[src/rtl/warp_pkg.sv]
`default_nettype none
// +----------------------------------------------------------------------+
// | warp_pkg                                                             |
// | Shared types for the warp engine RoCC front end.                     |
// | Revision: 1.0                                                        |
// +----------------------------------------------------------------------+
package warp_pkg;

    localparam int XLEN      = 64;
    localparam int TAG_WIDTH = 16;

    typedef enum logic [6:0] {
        LAUNCH     = 7'd0,
        SET_MASK   = 7'd1,
        SET_BASE   = 7'd2,
        GET_STATUS = 7'd3,
        FENCE      = 7'd4,
        CLEAR_ERR  = 7'd5
    } warp_funct_e;

    typedef enum logic [1:0] {
        IDLE       = 2'd0,
        RESP       = 2'd1,
        FENCE_WAIT = 2'd2
    } fe_state_e;

    typedef struct packed {
        logic [2:0]      op;
        logic [XLEN-1:0] rs1;
        logic [XLEN-1:0] rs2;
    } warp_instr_t;

endpackage
`default_nettype wire

[src/rtl/rocc_funct_decode.sv]
`default_nettype none
// +----------------------------------------------------------------------+
// | rocc_funct_decode                                                    |
// | Classifies a RoCC funct7 into enqueue / local / illegal.             |
// | Revision: 1.0                                                        |
// +----------------------------------------------------------------------+
module rocc_funct_decode
    import warp_pkg::*;
(
    input  logic [6:0] funct,
    output logic       is_enq,
    output logic       is_local,
    output logic       is_illegal,
    output logic [2:0] op
);

    always_comb begin
        is_enq     = 1'b0;
        is_local   = 1'b0;
        is_illegal = 1'b0;
        op         = funct[2:0];
        case (funct)
            LAUNCH, SET_MASK, SET_BASE:    is_enq     = 1'b1;
            GET_STATUS, FENCE, CLEAR_ERR:  is_local   = 1'b1;
            default:                       is_illegal = 1'b1;
        endcase
    end

endmodule
`default_nettype wire

[src/rtl/rocc_cmd_frontend.sv]
`default_nettype none
// +----------------------------------------------------------------------+
// | rocc_cmd_frontend                                                    |
// | RoCC command/response front end feeding the warp instruction FIFO.   |
// | Revision: 1.0                                                        |
// +----------------------------------------------------------------------+
module rocc_cmd_frontend #(
    parameter int XLEN         = 64,
    parameter int TAG_WIDTH    = 16,
    parameter int STATUS_WIDTH = 32
) (
    input  logic                  clk,
    input  logic                  rst_n,
    input  logic                  cmd_valid,
    output logic                  cmd_ready,
    input  logic [6:0]            cmd_funct,
    input  logic [XLEN-1:0]       cmd_rs1,
    input  logic [XLEN-1:0]       cmd_rs2,
    input  logic [4:0]            cmd_rd,
    input  logic                  cmd_xd,
    output logic                  resp_valid,
    input  logic                  resp_ready,
    output logic [4:0]            resp_rd,
    output logic [XLEN-1:0]       resp_data,
    output logic                  fifo_push,
    output logic [3+2*XLEN-1:0]   fifo_data,
    input  logic                  fifo_full,
    input  logic                  fifo_empty,
    input  logic                  engine_idle,
    input  logic [STATUS_WIDTH-1:0] engine_status,
    output logic                  busy,
    output logic                  interrupt
);

    import warp_pkg::*;

    fe_state_e              r_state;
    fe_state_e              w_state_next;
    logic [TAG_WIDTH-1:0]   r_tag;
    logic                   r_err;
    logic                   r_fence_xd;
    logic [4:0]             r_resp_rd;
    logic [XLEN-1:0]        r_resp_data;
    logic                   r_fifo_push;
    logic [3+2*XLEN-1:0]    r_fifo_data;

    logic                   w_is_enq;
    logic                   w_is_local;
    logic                   w_is_illegal;
    logic [2:0]             w_op;
    logic                   w_accept;
    logic                   w_drained;
    logic [XLEN-1:0]        w_status_word;
    logic [XLEN-1:0]        w_resp_data;

    rocc_funct_decode u_decode (
        .funct      (cmd_funct),
        .is_enq     (w_is_enq),
        .is_local   (w_is_local),
        .is_illegal (w_is_illegal),
        .op         (w_op)
    );

    // Held low through reset so the host never sees a ready during reset.
    assign cmd_ready  = rst_n && (r_state == IDLE) && !fifo_full;
    assign w_accept   = cmd_valid && cmd_ready;
    assign w_drained  = engine_idle && fifo_empty && !r_fifo_push;

    assign resp_valid = (r_state == RESP);
    assign resp_rd    = r_resp_rd;
    assign resp_data  = r_resp_data;
    assign fifo_push  = r_fifo_push;
    assign fifo_data  = r_fifo_data;
    assign interrupt  = r_err;
    assign busy       = (r_state != IDLE) || r_fifo_push || !fifo_empty || !engine_idle;

    always_ff @(posedge clk or negedge rst_n) begin
        if (!rst_n) begin
            r_state <= IDLE;
        end else begin
            r_state <= w_state_next;
        end
    end

    always_comb begin
        w_state_next = r_state;
        case (r_state)
            IDLE: begin
                if (w_accept) begin
                    if (w_is_local && (cmd_funct == FENCE)) begin
                        w_state_next = FENCE_WAIT;
                    end else if (cmd_xd) begin
                        w_state_next = RESP;
                    end
                end
            end
            FENCE_WAIT: begin
                if (w_drained) begin
                    w_state_next = r_fence_xd ? RESP : IDLE;
                end
            end
            RESP: begin
                if (resp_ready) begin
                    w_state_next = IDLE;
                end
            end
            default: w_state_next = IDLE;
        endcase
    end

    always_comb begin
        w_status_word           = XLEN'(engine_status);
        w_status_word[XLEN-1]   = r_err;
        w_resp_data             = '0;
        if (w_is_enq) begin
            w_resp_data = XLEN'(r_tag);
        end else if (w_is_illegal) begin
            w_resp_data = '1;
        end else begin
            case (cmd_funct)
                GET_STATUS: w_resp_data = w_status_word;
                CLEAR_ERR:  w_resp_data = XLEN'(r_err);
                default:    w_resp_data = '0;
            endcase
        end
    end

    // Response fields are only captured on accept, so they stay frozen in RESP.
    always_ff @(posedge clk or negedge rst_n) begin
        if (!rst_n) begin
            r_tag       <= '0;
            r_err       <= 1'b0;
            r_fence_xd  <= 1'b0;
            r_resp_rd   <= '0;
            r_resp_data <= '0;
            r_fifo_push <= 1'b0;
            r_fifo_data <= '0;
        end else begin
            r_fifo_push <= w_accept && w_is_enq;
            if (w_accept) begin
                r_resp_rd   <= cmd_rd;
                r_resp_data <= w_resp_data;
                r_fence_xd  <= cmd_xd;
                if (w_is_enq) begin
                    r_tag       <= r_tag + TAG_WIDTH'(1);
                    r_fifo_data <= {w_op, cmd_rs1, cmd_rs2};
                end
                if (w_is_illegal) begin
                    r_err <= 1'b1;
                end else if (w_is_local && (cmd_funct == CLEAR_ERR)) begin
                    r_err <= 1'b0;
                end
            end
        end
    end

endmodule
`default_nettype wire

[config.mk]
export PLATFORM = sky130hd
export DESIGN_NAME = rocc_cmd_frontend
export DESIGN_NICKNAME = d
export VERILOG_FILES = /design/src/rtl/warp_pkg.sv /design/src/rtl/rocc_funct_decode.sv /design/src/rtl/rocc_cmd_frontend.sv
export SDC_FILE = /design/constraint.sdc
export NUM_CORES = 1
export LEC_CHECK = 0
export ABC_CLOCK_PERIOD_IN_PS = 1800
export CAP_MARGIN = 20
export CORE_MARGIN = 4
export CORE_UTILIZATION = 32
export CTS_BUF_LIST = sky130_fd_sc_hd__clkbuf_16
export CTS_CLUSTER_DIAMETER = 40
export CTS_CLUSTER_SIZE = 20
export DETAILED_ROUTE_END_ITERATION = 7
export GPL_ROUTABILITY_DRIVEN = 0
export PLACE_DENSITY = 0.68
export SLEW_MARGIN = 30
export SYNTH_ARGS = -nofsm -noshare
export SYNTH_HDL_FRONTEND = slang
export SYNTH_SLANG_ARGS = --single-unit
export TNS_END_PERCENT = 20
[constraint.sdc]
create_clock -name clk -period 1.8 [get_ports clk]
set_input_delay 0.36 -clock clk [delete_from_list [all_inputs] [get_ports clk]]
set_output_delay 0.36 -clock clk [all_outputs]
set_load 0.02 [all_outputs]
* Word-level counts from Yosys, hierarchy flattened
Cells that the tools add are included.
** Storage, ports and cells
- Bits in registers :: 221
- Bits of input ports :: 180
- Output and inout port bits :: 205
- Logic and storage cells :: 59
** Operators by class
- Add/sub/neg operators :: 1
- Eq/ne operators :: 12
- Muxes and demuxes :: 14
- Reduce and logical (&&, ||, !) cells :: 24
** Operators by type and width (count)
- 64-bit 2-to-1 mux :: 2
- 64-bit one-hot mux with 2 select lines :: 1
- 16-bit by 1-bit adder with 16-bit output, second input constant :: 1
- 7-bit by 2-bit equality test with 1-bit output, second input constant :: 2
- 7-bit by 3-bit equality test with 1-bit output, second input constant :: 2
- 2-bit 2-to-1 mux :: 5
- 1-bit logical AND :: 8
- 7-bit by 1-bit equality test with 1-bit output, second input constant :: 1
- 7-bit logical NOT :: 1
- 2-bit one-hot mux with 3 select lines :: 1
- 3-bit OR reduction :: 2
- 6-bit OR reduction :: 1
- 1-bit 2-to-1 mux :: 5
- 1-bit logical NOT :: 4
- 2-bit by 1-bit inequality test with 1-bit output, second input constant :: 2
- 2-bit inequality test, second input constant :: 2
- 2-bit AND reduction :: 2
- 4-bit AND reduction :: 1
- 1-bit logical OR :: 3
- 3-bit by 2-bit inequality test with 1-bit output, second input constant :: 1
- 2-bit by 1-bit equality test with 1-bit output, second input constant :: 1
- 2-bit equality test, second input constant :: 1
- 2-bit logical NOT :: 1
- 2-bit nonzero test :: 1

* Depth between registers and ports, before layout
Gate-level depths: netlist of the first run.
- Depth in word-level cells :: 7
- Depth in mapped cells :: 7
- Gate-level depth less buffers :: 4

* Hierarchy
Synthesis of the first run repeated with hierarchy kept, for this count alone.
** Second synthesis, totals
- Cells, all modules :: 881
- Area, all modules :: 8005.2 µm²
** Modules (own cells, without submodules)
- rocc_cmd_frontend :: instances 1, cells each 872, area an instance 7932.6 µm², seq. area each 4779.6 µm²
- rocc_funct_decode :: instances 1, cells each 9, area an instance 72.6 µm², seq. area each 0.0 µm²

* Worst setup path after synthesis of the first run
No wires, ideal clock.
- Kind :: register to register
- From :: register r_state[1]
- To :: register r_fifo_data[0], in the netlist fifo_data[0]
- Setup time :: 127 ps
- Arrival time :: 2014 ps
- Required time :: 1673 ps
- Path slack :: -342 ps
- Stages on the path, launching flop included :: 7
- Buffers on the path :: 2
- Clock period less this slack :: 2142 ps
- Cell sequence :: dfrtp_1 > nor4b_4 > nand4_4 > nor2_4 > buf_8 > buf_6 > mux2_1
** On the way
- Cells in the longest elaborated chain, start to end :: 5
** Ends and longest elaborated chain
- start, declared :: RTL line rocc_cmd_frontend.sv:37 : fe_state_e r_state;
- start signal, assigned :: RTL line rocc_cmd_frontend.sv:81 : r_state <= w_state_next;
- 2-bit logical NOT :: RTL line rocc_cmd_frontend.sv:65 : assign cmd_ready = rst_n && (r_state == IDLE) && !fifo_full;
- 1-bit logical AND (2 in a row) :: RTL line rocc_cmd_frontend.sv:65
- net cmd_ready :: RTL line rocc_cmd_frontend.sv:15 : output logic cmd_ready,
- 1-bit logical AND :: RTL line rocc_cmd_frontend.sv:66 : assign w_accept = cmd_valid && cmd_ready;
- 2-bit AND reduction (no line)
- end signal, assigned :: RTL line rocc_cmd_frontend.sv:146 : r_fifo_data <= {w_op, cmd_rs1, cmd_rs2};
- end, declared :: RTL line rocc_cmd_frontend.sv:45 : logic [3+2*XLEN-1:0] r_fifo_data;
The timed path passes the listed nets, and every way through them passes these cells.
A chain may end at the register's enable or synchronous reset.

* Worst setup path after layout of the first run
- From :: register r_state[0]
- To :: register r_fifo_data[109], in the netlist fifo_data[109]
** On the way
- Cells in the longest elaborated chain, start to end :: 5
** Ends and longest elaborated chain (RTL line)
- 2-bit logical NOT :: rocc_cmd_frontend.sv:65
- 1-bit logical AND (2 in a row) :: rocc_cmd_frontend.sv:65
- 1-bit logical AND :: rocc_cmd_frontend.sv:66
- 2-bit AND reduction (no line)
No other way between the ends.

==> impl_results.md, run 1 <==
* Net Count, Synth at ~750
* Slew Limit Fails at 0
* Root Buffer: clkbuf_16
* Fmax at ~510 MHz
* Final Hold Viols at 0
* Placed cell count at 1258
* Total CTS buffers at 17
* Ports at about 390
* Max-cap violation count at 0
* Peak VDD IR at between 0.5 and 0.6 mV
* Final worst-path cycle share at 1.09
* Overall Power at just over 10 mW
* Finished Layout Cells at between 1000 and 1500
* Worst Tran Pin Value at slightly above 0.9 ns
* Post-layout util at 0.543
* Ys Warns at 0
* CP Launch Type: flip-flop
* RSZ-0062 raised after global routing: yes
* Area Overhead vs Synth at 67.3%
* Crit path DAT at ~2.3 ns
* Cells after Synth at 565
* Leak Pwr at about 7 nW
* PD cells at 770 nW/um2
* WS Path Type: reg2reg
* Initial antenna violation count at 0
* CTS Sinks at about 190
* Setup tns final at -14.84 ns
* TritonCTS clock tree: done
* Placed inst area at approximately 12000 um2
* Crit Path Max Fanout at 20
* Die Y-Extent at ~160 um
* Worst reg-to-reg setup slack at -0.16 ns
* Run status: finished with violations
* Clk slew on worst S/H paths at 0.08 ns
* Vias in the first global route at about 6400
* Vias at a little under 6000
* Antenna fix cells at 0
* Nature of the critical path endpoint: flip-flop
* Post-Syn Area per Cell at between 10 and 15 um2
* Vias/cell at approximately 4.6
* Worst reg2reg path depth at 7
* Final WS setup at -0.159 ns
* Final Setup Violations at approximately 140
* Crit path time final at a little under 2 ns
* CTS max path bufs at 2
* Async S/R FF share, synth at 1.00
* Max-slew headroom at 0.385
* Die Span X at roughly 160 um
* Starting Density at 0.325
* Skew-Pair Late Insertion Delay at around 0.43 ns
* WL per Instance at between 15 and 20 um
* Post-synth top flop: dfrtp_1
* Skew final at approximately 0.015 ns
* Synthesized area at 7870 um2
* WL final at ~25000 um
* First-pass GRT wire length at between 30000 and 40000 um
* DRT iter0 DRCs at 242
* Design Area, Final at around 13000 um2
* NumNets Final at 1139
* Share of layout cells above drive strength 1 at 0.174
* Fillcell total at 2119
* Die area at about 27000 um2
* # port buffers at ~380
* Drt pass-1 iters at 4
* Final HPWL DP at roughly 18000 um
* Netlist cell types at 40
* H-tree levels at 4
* Largest net degree at the start of global routing at around 150
* Aggregate global routing overflow at 0
* Worst min path class: in2async
* Post-CTS Hold Buffers at 0
* Register area share after synthesis at 0.607
* Failing checks: setup timing
* Post-route DRC at 0
* Overall routing resource usage at 0.174
* Yosys reg bits at about 190
* DRT antenna net count at 0
* Row count at 57
* Core area at between 20000 and 25000 um2
* Post-synth EDFFs at 0
* Critical Path RT at 2.10 ns
==> flip-flops by register name (all words and copies together) (netlist names) <==
| name | flops |
|---|---|
| resp_data | 34 |
| r_tag | 16 |
| interrupt | 1 |
| r_state | 2 |
| resp_rd | 5 |
| r_fence_xd | 1 |
| fifo_data | 131 |
| fifo_push | 1 |
==> cell usage after synthesis, types with 2 or more instances <==
| cell | number | share of area |
|---|---|---|
| nor2_1 | 26 | 0.012 |
| mux2_1 | 80 | 0.11 |
| o21a_1 | 7 | 0.0067 |
| clkbuf_1 | 6 | 0.0029 |
| a221o_1 | 7 | 0.0089 |
| a21oi_1 | 9 | 0.0057 |
| inv_1 | 2 | 0.00095 |
| o311ai_0 | 2 | 0.0022 |
| o2bb2ai_1 | 18 | 0.020 |
| mux2_2 | 52 | 0.074 |
| dfrtp_1 | 191 | 0.61 |
| and2_1 | 3 | 0.0024 |
| a31oi_1 | 2 | 0.0016 |
| xor2_1 | 6 | 0.0067 |
| nand4_1 | 9 | 0.0072 |
| buf_4 | 38 | 0.036 |
| nor4b_1 | 3 | 0.0033 |
| o22a_1 | 8 | 0.0089 |
| and4_1 | 2 | 0.0022 |
| nand3_1 | 5 | 0.0032 |
| nand2_1 | 45 | 0.021 |
| buf_6 | 8 | 0.011 |
| and3_1 | 4 | 0.0032 |
| nor4_1 | 2 | 0.0016 |
| buf_2 | 7 | 0.0044 |
| xnor2_1 | 9 | 0.010 |
==> per-layer routing <==
layer	track usage	up-vias	part of all wire
met5	0	-	0
met4	0.0514	0	0.019
met3	0.0624	32	0.090
met2	0.302	237	0.50
met1	0.202	2923	0.39
li1	-	2751	-
==> path summary, 6_finish.rpt <==
check / from / end
setup / recovery: r_state[0]$_DFFE_PN0P_ / fifo_data[109]$_DFFE_PN0P_
hold / removal: rst_n / resp_data[3]$_DFFE_PN0P_
setup reg to reg: r_state[0]$_DFFE_PN0P_ / fifo_data[109]$_DFFE_PN0P_
hold reg to reg: resp_rd[2]$_DFFE_PN0P_ / resp_rd[2]$_DFFE_PN0P_
max in group asynchronous: rst_n / fifo_data[21]$_DFFE_PN0P_
min in group clk: cmd_rd[2] / resp_rd[2]$_DFFE_PN0P_
==> critical path, cell delays in order (launching register included) <==
cell and delay, ns:
dfrtp_1 0.40, nor4b_4 0.29, buf_4 0.18, nand4_4 0.11, nor2_4 0.13, buf_12 0.17
buf_16 0.17, mux2_1 0.35
==> cells in the final DEF, fill, tap and decap left out, types with 5 or more instances in the layout <==
master	n
o22a_1	8
o21a_1	7
clkbuf_16	18
mux2_4	46
nor2_1	25
mux2_2	24
buf_4	34
clkdlybuf4s50_1	218
xor2_1	6
buf_12	12
dlymetal6s2s_1	88
dlygate4sd2_1	74
nand3_1	5
xnor2_1	9
nand4_1	9
mux2_1	62
nand2_1	45
a21oi_1	9
a221o_1	7
dfrtp_1	191
o2bb2ai_1	18
==> what timing repair did <==
action | CTS | global route
setup buffers | 2 | 2
gates cloned | 0 | 1
setup endpoints to repair | 219 | 266
gates resized for setup | 116 | 117
==> metrics by stage <==
| step | hold slack (ns) | setup slack [ns] |
|---|---|---|
| floorplan | 0.0644 | -0.288 |
| global placement | 0.458 | -0.688 |
| detailed placement | 0.460 | -0.709 |
| CTS | 0.196 | -0.154 |
| global route | 0.212 | -0.223 |
| finish | 0.129 | -0.159 |
==> layout make-up <==
class                           instances  area, um2  area share
Tap cell                              324        405      0.0308
Timing Repair Buffer                  434       4550       0.346
Clock buffer                           17        425      0.0323
Clock inverter                         15        129     0.00978
Sequential cell                       191       4780       0.363
Inverter                                2       7.51    0.000570
Multi-Input combinational cell        312       2870       0.218
==> where the power goes <==
| part | total, mW | internal, mW | switching, mW |
|---|---|---|---|
| Combinational | 1.84 | 0.996 | 0.841 |
| Sequential | 4.69 | 4.55 | 0.139 |
| Clock | 3.62 | 1.81 | 1.81 |
==> cells by family (layout without fill, tap and decap cells) <==
group | Yosys count | count (layout) | share of synthesized area
AOI/OAI and AO/OA | 56 | 56 | 0.0572
xor gates and xnor gates | 15 | 15 | 0.0167
adders and majority gates | 1 | 1 | 0.00159
and+or+nand+nor | 108 | 108 | 0.0709
buffers and inverters | 62 | 468 | 0.0578
muxes | 132 | 132 | 0.189
DFF | 191 | 191 | 0.607
Power figures use the tool's default switching activity.
==> run 2: changes to the inputs <==
--- a/config.mk
+++ b/config.mk
@@ -7,14 +7,15 @@
 export LEC_CHECK = 0
 export ABC_CLOCK_PERIOD_IN_PS = 1800
 export CAP_MARGIN = 20
+export CELL_PAD_IN_SITES_DETAIL_PLACEMENT = 0
+export CELL_PAD_IN_SITES_GLOBAL_PLACEMENT = 1
 export CORE_MARGIN = 4
-export CORE_UTILIZATION = 32
+export CORE_UTILIZATION = 28
 export CTS_BUF_LIST = sky130_fd_sc_hd__clkbuf_16
 export CTS_CLUSTER_DIAMETER = 40
-export CTS_CLUSTER_SIZE = 20
 export DETAILED_ROUTE_END_ITERATION = 7
 export GPL_ROUTABILITY_DRIVEN = 0
-export PLACE_DENSITY = 0.68
+export PLACE_DENSITY_LB_ADDON = 0.1
 export SLEW_MARGIN = 30
 export SYNTH_ARGS = -nofsm -noshare
 export SYNTH_HDL_FRONTEND = slang
==> run 2 against run 1 <==
Net effect:
- the run still ends with setup timing left
- utilization fell by 7.1 points
- maximum frequency rose by 2.1%
- worst setup slack improved by 0.040 ns
- flip-flop and latch count did not move
- register-to-register slack improved by 0.08 ns
- die area rose by 14%
- final area fell by 0.42%
- routed wire length rose by 4.0%
- first-iteration DRC count fell by 27%
- largest cell class unchanged
==> impl_results.md, run 2 (same netlist as run 1, synthesis figures left out) <==
* Overall routing resource usage at 0.160
* Die Y-Extent at 176 um
* Final Setup Violations at between 100 and 150
* DRT antenna net count at 0
* Initial antenna violation count at 3
* Wl on met1 at between 9000 and 10000 um
* Row count at ~60
* Hold slack at about 0.16 ns
* First-pass GRT wire length at approximately 38000 um
* Skew final at about 0.015 ns
* CP Launch Type: input port
* WL met3 at between 2000 and 3000 um
* Total CTS buffers at 17
* DRT iter0 DRCs at around 180
* CTS max path bufs at 2
* Worst reg-to-reg setup slack at -0.08 ns
* Root Buffer: clkbuf_16
* Largest net degree at the start of global routing at between 100 and 150
* Failing checks: setup timing
* Max FFs per register at 131
* Post-CTS Hold Buffers at 0
* Final Hold Viols at 0
* PD cells at around 790 nW/um2
* Aggregate global routing overflow at 0
* Critical Path RT at about 2.1 ns
* NumNets Final at about 1100
* Final HPWL DP at between 15000 and 20000 um
* TritonCTS clock tree: done
* Worst Tran Pin Value at ~0.9 ns
* Run status: finished with violations
* Leak Pwr at roughly 7.0 nW
* Clk slew on worst S/H paths at about 0.080 ns
* Vias/cell at between 4 and 5
* Drt pass-1 iters at 4
* Max-cap violation count at 0
* Vias in the first global route at around 6600
* Routed wl met2 at 12700 um
* Final WS setup at -0.118 ns
* Starting Density at 0.283
* Crit path DAT at 2.24 ns
* Reg2reg start: r_state[0]$_DFFE_PN0P_
* Slew Limit Fails at 0
* RSZ-0062 raised after global routing: yes
* H-tree levels at 4
* Worst reg2reg path depth at 6
* Fillcell total at 2557
* Fmax at 521 MHz
* Area Overhead vs Synth at 66.6%
* Ports at just under 400
* Skew-Pair Late Insertion Delay at roughly 0.44 ns
* WS Path Type: in2reg
* Setup tns final at -11.81 ns
* Max-slew headroom at 0.400
* Vias at about 6000
* # port buffers at approximately 380
* Core area at around 28000 um2
* Crit Path Max Fanout at 23
* Post-route DRC at 0
* WL per Instance at approximately 19 um
* Most frequent cells in the layout: 198 x clkdlybuf4s50_1, 191 x dfrtp_1, 99 x dlygate4sd2_1, 83 x dlymetal6s2s_1, 67 x mux2_1
* Peak VDD IR at 0.504 mV
* Final worst-path cycle share at 1.07
* Crit path time final at approximately 1.9 ns
* Die area at about 31000 um2
* Most common cell after layout, fill and taps aside: clkdlybuf4s50_1
* Die Span X at between 150 and 200 um
* Worst min path class: in2async
* Top Metal Used: met5
* Share of layout cells above drive strength 1 at 0.169
* WL final at approximately 26000 um
* CTS Sinks at roughly 190
* Nature of the critical path endpoint: flip-flop
* Reg-to-Reg End: fifo_data[93]$_DFFE_PN0P_
==> run 2: cell types whose count changed in the layout (fill, tap and decap cells not counted), sizes merged <==
cell           previous run  this run
dlymetal6s2s             88        83
clkinv                    7         5
diode                     0         2
clkdlybuf4s15             0         1
bufinv                    0         1
dlygate4sd2              74        99
buf                      52        53
clkinvlp                  3         0
inv                       7        11
clkdlybuf4s50           218       198
==> run 2: repair_timing <==
item / in CTS / in global routing
pin swaps: 5 / 6
endpoints found under the setup margin: 256 / 263
gates cloned: 0 / 1
gates resized for setup: 120 / 102
setup buffers: 1 / 0
==> run 2: cell type report <==
class	instances	area [um2]	share of cell area
clock inverters	15	176	0.0134
diodes	2	5.00	0.000382
repair buffers	436	4510	0.344
inverters	2	7.51	0.000572
flip-flops and latches	191	4780	0.364
multi-input cells	312	2740	0.209
well taps	378	473	0.0361
clock buffers	17	425	0.0324
==> run 2: how the worst max path moves through the flow <==
stage                            endpoint              startpoint
5_1_grt        fifo_data[106]$_DFFE_PN0P_  r_state[0]$_DFFE_PN0P_
3_3_place_gp    fifo_data[75]$_DFFE_PN0P_            cmd_funct[3]
2_1_floorplan    fifo_data[0]$_DFFE_PN0P_  r_state[0]$_DFFE_PN0P_
3_5_place_dp    fifo_data[97]$_DFFE_PN0P_            cmd_funct[3]
6_report        fifo_data[93]$_DFFE_PN0P_            cmd_funct[5]
4_1_cts                         cmd_ready  r_state[0]$_DFFE_PN0P_
==> run 2: metrics by stage <==
stage / utilization / cells / setup WS, ns / instance area (um2) / power (mW)
after global routing: 0.472 / 1353 / -0.199 / 13100 / 10.8
final: 0.472 / 1353 / -0.118 / 13100 / 10.4
after detailed placement: 0.441 / 1317 / -0.567 / 12300 / 6.69
after global placement: 0.441 / 1317 / -0.605 / 12300 / 6.66
after floorplan: - / 565 / -0.288 / 7870 / 5.47
after CTS: 0.461 / 1350 / -0.137 / 12800 / 10.5
==> run 2: report_power, final <==
part           switching, mW  leakage [nW]  internal, mW
sequential             0.139          2.45          4.55
combinational          0.841          4.26         0.944
clock                   1.89         0.300          2.00
==> run 2: metal layers <==
metal | up-vias | GRT usage
met1 | 2981 | 0.178
met4 | 2 | 0.0552
li1 | 2755 | -
met5 | - | 0
met2 | 262 | 0.271
met3 | 29 | 0.0743
==> run 2: critical path, cell delays in order <==
cell	delay (ns)
clkdlybuf4s50_1	0.44
nor4_2	0.28
buf_4	0.18
nand4_4	0.12
nor2_4	0.14
buf_12	0.17
buf_16	0.18
mux2_1	0.34
